<file path="config.mk">
export PLATFORM = sky130hd
export DESIGN_NAME = wptr_full_ctrl
export DESIGN_NICKNAME = d
export VERILOG_FILES = /design/src/rtl/wptr_full_ctrl.sv
export SDC_FILE = /design/constraint.sdc
export NUM_CORES = 1
export LEC_CHECK = 0
export ABC_AREA = 1
export CELL_PAD_IN_SITES_DETAIL_PLACEMENT = 1
export CELL_PAD_IN_SITES_GLOBAL_PLACEMENT = 2
export CORE_MARGIN = 2
export CORE_UTILIZATION = 30
export CTS_CLUSTER_DIAMETER = 80
export CTS_CLUSTER_SIZE = 8
export DETAILED_ROUTE_END_ITERATION = 6
export GPL_ROUTABILITY_DRIVEN = 0
export PLACE_DENSITY_LB_ADDON = 0.1
export SLEW_MARGIN = 10
export SYNTH_ARGS = -nofsm -noshare
export SYNTH_HDL_FRONTEND = slang
export SYNTH_SLANG_ARGS = --single-unit
</file>
<file path="constraint.sdc">
create_clock -name clk -period 2.7 [get_ports clk]
set_input_delay 0.405 -clock clk [delete_from_list [all_inputs] [get_ports clk]]
set_output_delay 0.405 -clock clk [all_outputs]
set_load 0.01 [all_outputs]
</file>
<file path="src/rtl/wptr_full_ctrl.sv">
// Write-side pointer/flag controller for an async FIFO: binary+Gray write pointer, full,
// almost_full, occupancy estimate. Optional sticky overflow flag via WPTR_OVERFLOW_FLAG_EN.
module wptr_full_ctrl #(
  parameter int ADDR_WIDTH   = 8,
  parameter int AFULL_THRESH = 4,
  localparam int PW          = ADDR_WIDTH + 1
) (
  input  logic                  clk,
  input  logic                  rst_n,
  input  logic                  wr_en,
  input  logic [PW-1:0]         wq2_rptr,
  output logic [ADDR_WIDTH-1:0] waddr,
  output logic [PW-1:0]         wptr,
  output logic                  full,
  output logic                  almost_full,
  output logic [PW-1:0]         wr_level,
  output logic                  overflow
);

  localparam int            DEPTH    = 1 << ADDR_WIDTH;
  localparam logic [PW-1:0] AF_LEVEL = PW'(DEPTH - AFULL_THRESH);

  logic [PW-1:0] wbin_q, wbin_d;
  logic [PW-1:0] wptr_q, wptr_d;
  logic          full_q, full_d;
  logic          almost_full_q, almost_full_d;
  logic [PW-1:0] wr_level_q, wr_level_d;
  logic [PW-1:0] rbin;
  logic [PW-1:0] full_cmp;
  logic          winc;

  // Gray-to-binary: each binary bit is the XOR of all Gray bits at or above it.
  genvar gi;
  generate
    for (gi = 0; gi < PW; gi++) begin : g_g2b
      assign rbin[gi] = ^(wq2_rptr >> gi);
    end
  endgenerate

  // Full when the write Gray pointer equals the read pointer with its top two bits inverted.
  assign full_cmp = {~wq2_rptr[PW-1:PW-2], wq2_rptr[PW-3:0]};
  assign winc     = wr_en & ~full_q;

  always_comb begin
    wbin_d        = wbin_q + PW'(winc);
    wptr_d        = wbin_d ^ (wbin_d >> 1);
    full_d        = (wptr_d == full_cmp);
    wr_level_d    = wbin_d - rbin;
    almost_full_d = (wr_level_d >= AF_LEVEL);
  end

  always_ff @(posedge clk or negedge rst_n) begin
    if (!rst_n) begin
      wbin_q        <= '0;
      wptr_q        <= '0;
      full_q        <= 1'b0;
      almost_full_q <= 1'b0;
      wr_level_q    <= '0;
    end else begin
      wbin_q        <= wbin_d;
      wptr_q        <= wptr_d;
      full_q        <= full_d;
      almost_full_q <= almost_full_d;
      wr_level_q    <= wr_level_d;
    end
  end

`ifdef WPTR_OVERFLOW_FLAG_EN
  logic overflow_q, overflow_d;

  // Sticky until reset: any write attempt while full is a producer protocol error.
  always_comb begin
    overflow_d = overflow_q | (wr_en & full_q);
  end

  always_ff @(posedge clk or negedge rst_n) begin
    if (!rst_n) begin
      overflow_q <= 1'b0;
    end else begin
      overflow_q <= overflow_d;
    end
  end

  assign overflow = overflow_q;
`else
  assign overflow = 1'b0;
`endif

  assign waddr       = wbin_q[ADDR_WIDTH-1:0];
  assign wptr        = wptr_q;
  assign full        = full_q;
  assign almost_full = almost_full_q;
  assign wr_level    = wr_level_q;

endmodule
</file>
==> metrics.log <==
[metrics] Core Box Area: 6390 um2
[metrics] cell leakage power: about 0.0017 uW
[metrics] slowest library cell on the worst path: sky130_fd_sc_hd__fa_1
[metrics] register bit count reported by yosys: 28
[metrics] global-route wire length before repair: 10,100 um
[metrics] fmax: 394 MHz
[metrics] Synthesis Warnings: 0
[metrics] family with the most delay on the worst path: simple AND/OR/NAND/NOR gates
[metrics] CTS tree: built
[metrics] total of endpoints with negative setup slack in the final report: 0
[metrics] Worst-Skew Late Latency: about 290 ps
[metrics] clock root cell: sky130_fd_sc_hd__clkbuf_8
[metrics] worst-path cell chain: clkdlybuf4s15_1 -> inv_2 -> nand2_1 -> nand3_1 -> nand2_2 -> nand2_1 -> nand2_2 -> xor2_1 -> inv_1 -> ha_1 -> fa_1 -> inv_1 -> nand3_2 -> nand2_2 -> nand3b_1 -> nand2_1 -> nand2_1 -> nand2_2 -> nand3_2 -> nand2_1
[metrics] ratio of routed vias to standard cells: between 4 and 5
[metrics] Critical Path Stages: 20
[metrics] cell type with the largest total area after synthesis: sky130_fd_sc_hd__dfrtp_1
[metrics] worst vdd ir: approximately 0.5 mV
[metrics] final cell utilization of the core: 0.520
[metrics] cell seen most often among critical-path stages: sky130_fd_sc_hd__nand2_1
[metrics] First-pass DRT Iterations: 3
[metrics] power share of the clock group: 0.094
[metrics] Power Dens Cells: between 1000 and 1500 nW/um2
[metrics] data arrival time of the critical path: 2770 ps
[metrics] max capacitance violation total: 0
[metrics] antenna violations before repair: 0
[metrics] area enclosed by the die boundary: ~7300 um2
[metrics] post-placement cell area: around 3000 um2
[metrics] Post-Layout Inst Area: between 3000 and 4000 um2
[metrics] Clock H-tree levels: 1
[metrics] Worst Hold Slack: between 400 and 500 ps
[metrics] stage delay of the slowest cell on the critical path: around 390 ps
[metrics] class of the tightest hold or removal check: in2reg
[metrics] Starting DRT DRC Count: 32
[metrics] met2 WL: approximately 3400 um
[metrics] Post-DP HPWL: between 4000 and 5000 um
[metrics] effective utilization at floorplan: 0.313
[metrics] n_diodes: 0
[metrics] internal cell power: about 2200 uW
[metrics] number of rows created at floorplan: 29
[metrics] outcome: completed
[metrics] largest driver fanout on the critical path: 5
[metrics] number of endpoints with negative hold slack in the final report: 0
[metrics] maximum number of pins on one net before global-route repair: 29
[metrics] detail-routed net length per standard cell: 14.0 um
[metrics] type of destination of the critical path: flip-flop
[metrics] number of nets with antenna violations after routing: 0
[metrics] Num CTS Buffers: 3
[metrics] Metal-1 WL: 2590 um
[metrics] most instantiated flip-flop cell in the synthesis netlist: sky130_fd_sc_hd__dfrtp_1
[metrics] post-synth cell types: 30
[metrics] worst setup slack after placement: -550 ps
[metrics] Reg power frac: 0.207
[metrics] highest routed metal layer: met4
[metrics] # IOs: 41
[metrics] combinational share of power: 0.699
[metrics] DIE WIDTH: roughly 86 um
[metrics] Congestion Overflow GR: 0
[metrics] part of the Yosys area used for sequential elements: 0.350
[metrics] Post-synth EDFFs: 0
[metrics] Synth-to-Final Area Change: 66.1%
[metrics] hold buffer count at CTS: 0
[metrics] layout cells sized above 1: 0.428
[metrics] Routed WL: slightly above 6000 um
[metrics] critical path class: in2reg
[metrics] average cell area after synthesis: roughly 8.0 um2
[metrics] Met3 Routed Length: between 100 and 150 um
[metrics] Buffers on Ports: 39
[metrics] Worst Hold Depth: 4
[metrics] ratio of final minimum period to clock period: 0.941
[metrics] Vert. Die Dim: approximately 86 um
[metrics] switching component of the power: 1560 uW
[metrics] kind of launch point of the worst setup path: input port
[metrics] vias after detailed routing: a little under 2k
[metrics] pins over their slew limit: 0
[metrics] Mapped Cells: 250
[metrics] number of filler instances in the final layout: ~780
[metrics] most frequent cell after synthesis: sky130_fd_sc_hd__nand2_1
[metrics] aggregate global-route resource usage: 0.174
[metrics] vias in the first global route: between 2k and 2.5k
[metrics] worst-case setup margin in the final layout: between 150 and 200 ps
[metrics] Synth async-reset ratio: 1.00
[metrics] clock-pin slew reported for the worst setup and hold paths after clock tree synthesis: 110 ps
[metrics] Setup Skew: 6.53 ps
[metrics] Worst Path Buf+Inv: 4
[metrics] Post-synth top cells: sky130_fd_sc_hd__nand2_1 (71), sky130_fd_sc_hd__inv_1 (30), sky130_fd_sc_hd__dfrtp_1 (28), sky130_fd_sc_hd__nand3_1 (18), sky130_fd_sc_hd__nand2_2 (15)
[metrics] area share of the leading cell type in the synthesized netlist: 0.350
[metrics] switching share of power: 0.418
[metrics] worst-case clock buffer depth: 2
[metrics] combined area of all synthesized cells: between 1500 and 2000 um2
[metrics] clock sink total: 28
[metrics] detailed-route DRC error count: 0
[metrics] total number of nets in the final design: roughly 390
[metrics] final critical-path required period: about 2500 ps
[metrics] number of nets produced by synthesis: 274
[metrics] length in cells of the worst reg-to-reg path: 16
[metrics] Data required, critical path: 2940 ps
[metrics] leading cell types by total area after synthesis: sky130_fd_sc_hd__dfrtp_1 (35%), sky130_fd_sc_hd__nand2_1 (13%), sky130_fd_sc_hd__ha_1 (6.9%), sky130_fd_sc_hd__xor2_1 (5.7%), sky130_fd_sc_hd__inv_1 (5.6%)
[sequential cells by signal (all words and copies together) (netlist names)]
signal       cells
wr_level         9
full             1
wptr             8
wbin_q           9
almost_full      1
[path summary, 6_finish.rpt]
kind / from / endpoint / slack [ps]
setup / recovery: wq2_rptr[8] / almost_full / 160
setup reg to reg: full / almost_full / 270
hold reg to reg: wbin_q[8] / wbin_q[8] / 600
min in group asynchronous: rst_n / wptr[0] / 500
max in group asynchronous: rst_n / wbin_q[4] / 1900
hold / removal: wq2_rptr[7] / full / 480
[cells in the final DEF (no fill, tap or decap), types with 2 or more instances in the layout]
cell type                          n
sky130_fd_sc_hd__clkdlybuf4s50_1  29
sky130_fd_sc_hd__buf_6             2
sky130_fd_sc_hd__nor2_4            2
sky130_fd_sc_hd__a21oi_1           2
sky130_fd_sc_hd__nand2_1          62
sky130_fd_sc_hd__buf_4            67
sky130_fd_sc_hd__dfrtp_1          28
sky130_fd_sc_hd__xor2_2            6
sky130_fd_sc_hd__nand2_2          23
sky130_fd_sc_hd__nand2_4           4
sky130_fd_sc_hd__nand4_1           3
sky130_fd_sc_hd__ha_1              4
sky130_fd_sc_hd__nor2_1            5
sky130_fd_sc_hd__inv_1            29
sky130_fd_sc_hd__inv_2            10
sky130_fd_sc_hd__nand3b_1          3
sky130_fd_sc_hd__clkbuf_8          3
sky130_fd_sc_hd__nand3_2           9
sky130_fd_sc_hd__nand3_4           2
sky130_fd_sc_hd__nand3_1          14
sky130_fd_sc_hd__dlymetal6s2s_1    7
sky130_fd_sc_hd__xnor2_2           2
sky130_fd_sc_hd__ha_4              6
sky130_fd_sc_hd__xnor2_1           4
sky130_fd_sc_hd__nor2_2            4
sky130_fd_sc_hd__xor2_1            9
sky130_fd_sc_hd__a21oi_2           2
[worst reg2reg max path: stages, from the launching register on]
cell,delay [ps]
sky130_fd_sc_hd__dfrtp_1,420
sky130_fd_sc_hd__nor2_2,110
sky130_fd_sc_hd__ha_2,200
sky130_fd_sc_hd__ha_4,150
sky130_fd_sc_hd__nand3_4,80
sky130_fd_sc_hd__nor2_4,120
sky130_fd_sc_hd__nand2_2,70
sky130_fd_sc_hd__xor2_2,160
sky130_fd_sc_hd__inv_2,120
sky130_fd_sc_hd__ha_4,220
sky130_fd_sc_hd__a21oi_2,130
sky130_fd_sc_hd__a21boi_2,190
sky130_fd_sc_hd__nand2_1,70
sky130_fd_sc_hd__nand2_1,80
sky130_fd_sc_hd__nand2_2,80
sky130_fd_sc_hd__nand3_2,70
sky130_fd_sc_hd__nand2_1,60
[per-stage QoR]
step                total power [uW]  std cells  setup TNS, ps
floorplan                       1900        250              0
global placement                3060        428          -2430
detailed placement              3110        428          -2940
CTS                             3580        433              0
global route                    4070        437          -33.7
finish                          3720        437              0
[logic make-up (layout without fill, tap and decap cells)]
| family | Yosys count | after routing | synth area share |
|---|---|---|---|
| adders and majority gates | 12 | 12 | 0.0788 |
| xor gates and xnor gates | 22 | 22 | 0.113 |
| AOI/OAI and AO/OA | 10 | 10 | 0.0307 |
| other | 1 | 1 | 0.00188 |
| buffers and inverters | 42 | 152 | 0.0845 |
| DFF | 28 | 28 | 0.350 |
| and+or+nand+nor | 135 | 135 | 0.340 |
[power groups by stage]
stage	sequential, uW	combinational, uW	clock [uW]
2_1_floorplan	823	1070	0
3_3_place_gp	734	2320	0
3_5_place_dp	748	2360	0
4_1_cts	750	2460	368
5_1_grt	795	2890	384
6_report	768	2600	351
[timing repair]
action	in CTS	in global routing
buffers inserted	1	4
pin swaps	6	30
setup endpoints to repair	3	6
gates resized for setup	20	42
[layer usage]
layer	GRT usage	vias to the layer above
met5	0	-
met4	0.0433	0
met3	0.0164	5
met2	0.330	24
met1	0.211	946
li1	-	986
[area by class of cell]
cell class | instances | area, um2 | share of cell area
Sequential cell | 28 | 701 | 0.211
Tap cell | 77 | 96.3 | 0.0290
Clock buffer | 3 | 41.3 | 0.0124
Multi-Input combinational cell | 180 | 1370 | 0.413
Clock inverter | 1 | 30.0 | 0.00904
Inverter | 40 | 153 | 0.0460
Timing Repair Buffer | 108 | 927 | 0.279
Note: power is estimated with default switching activity, not from simulation.
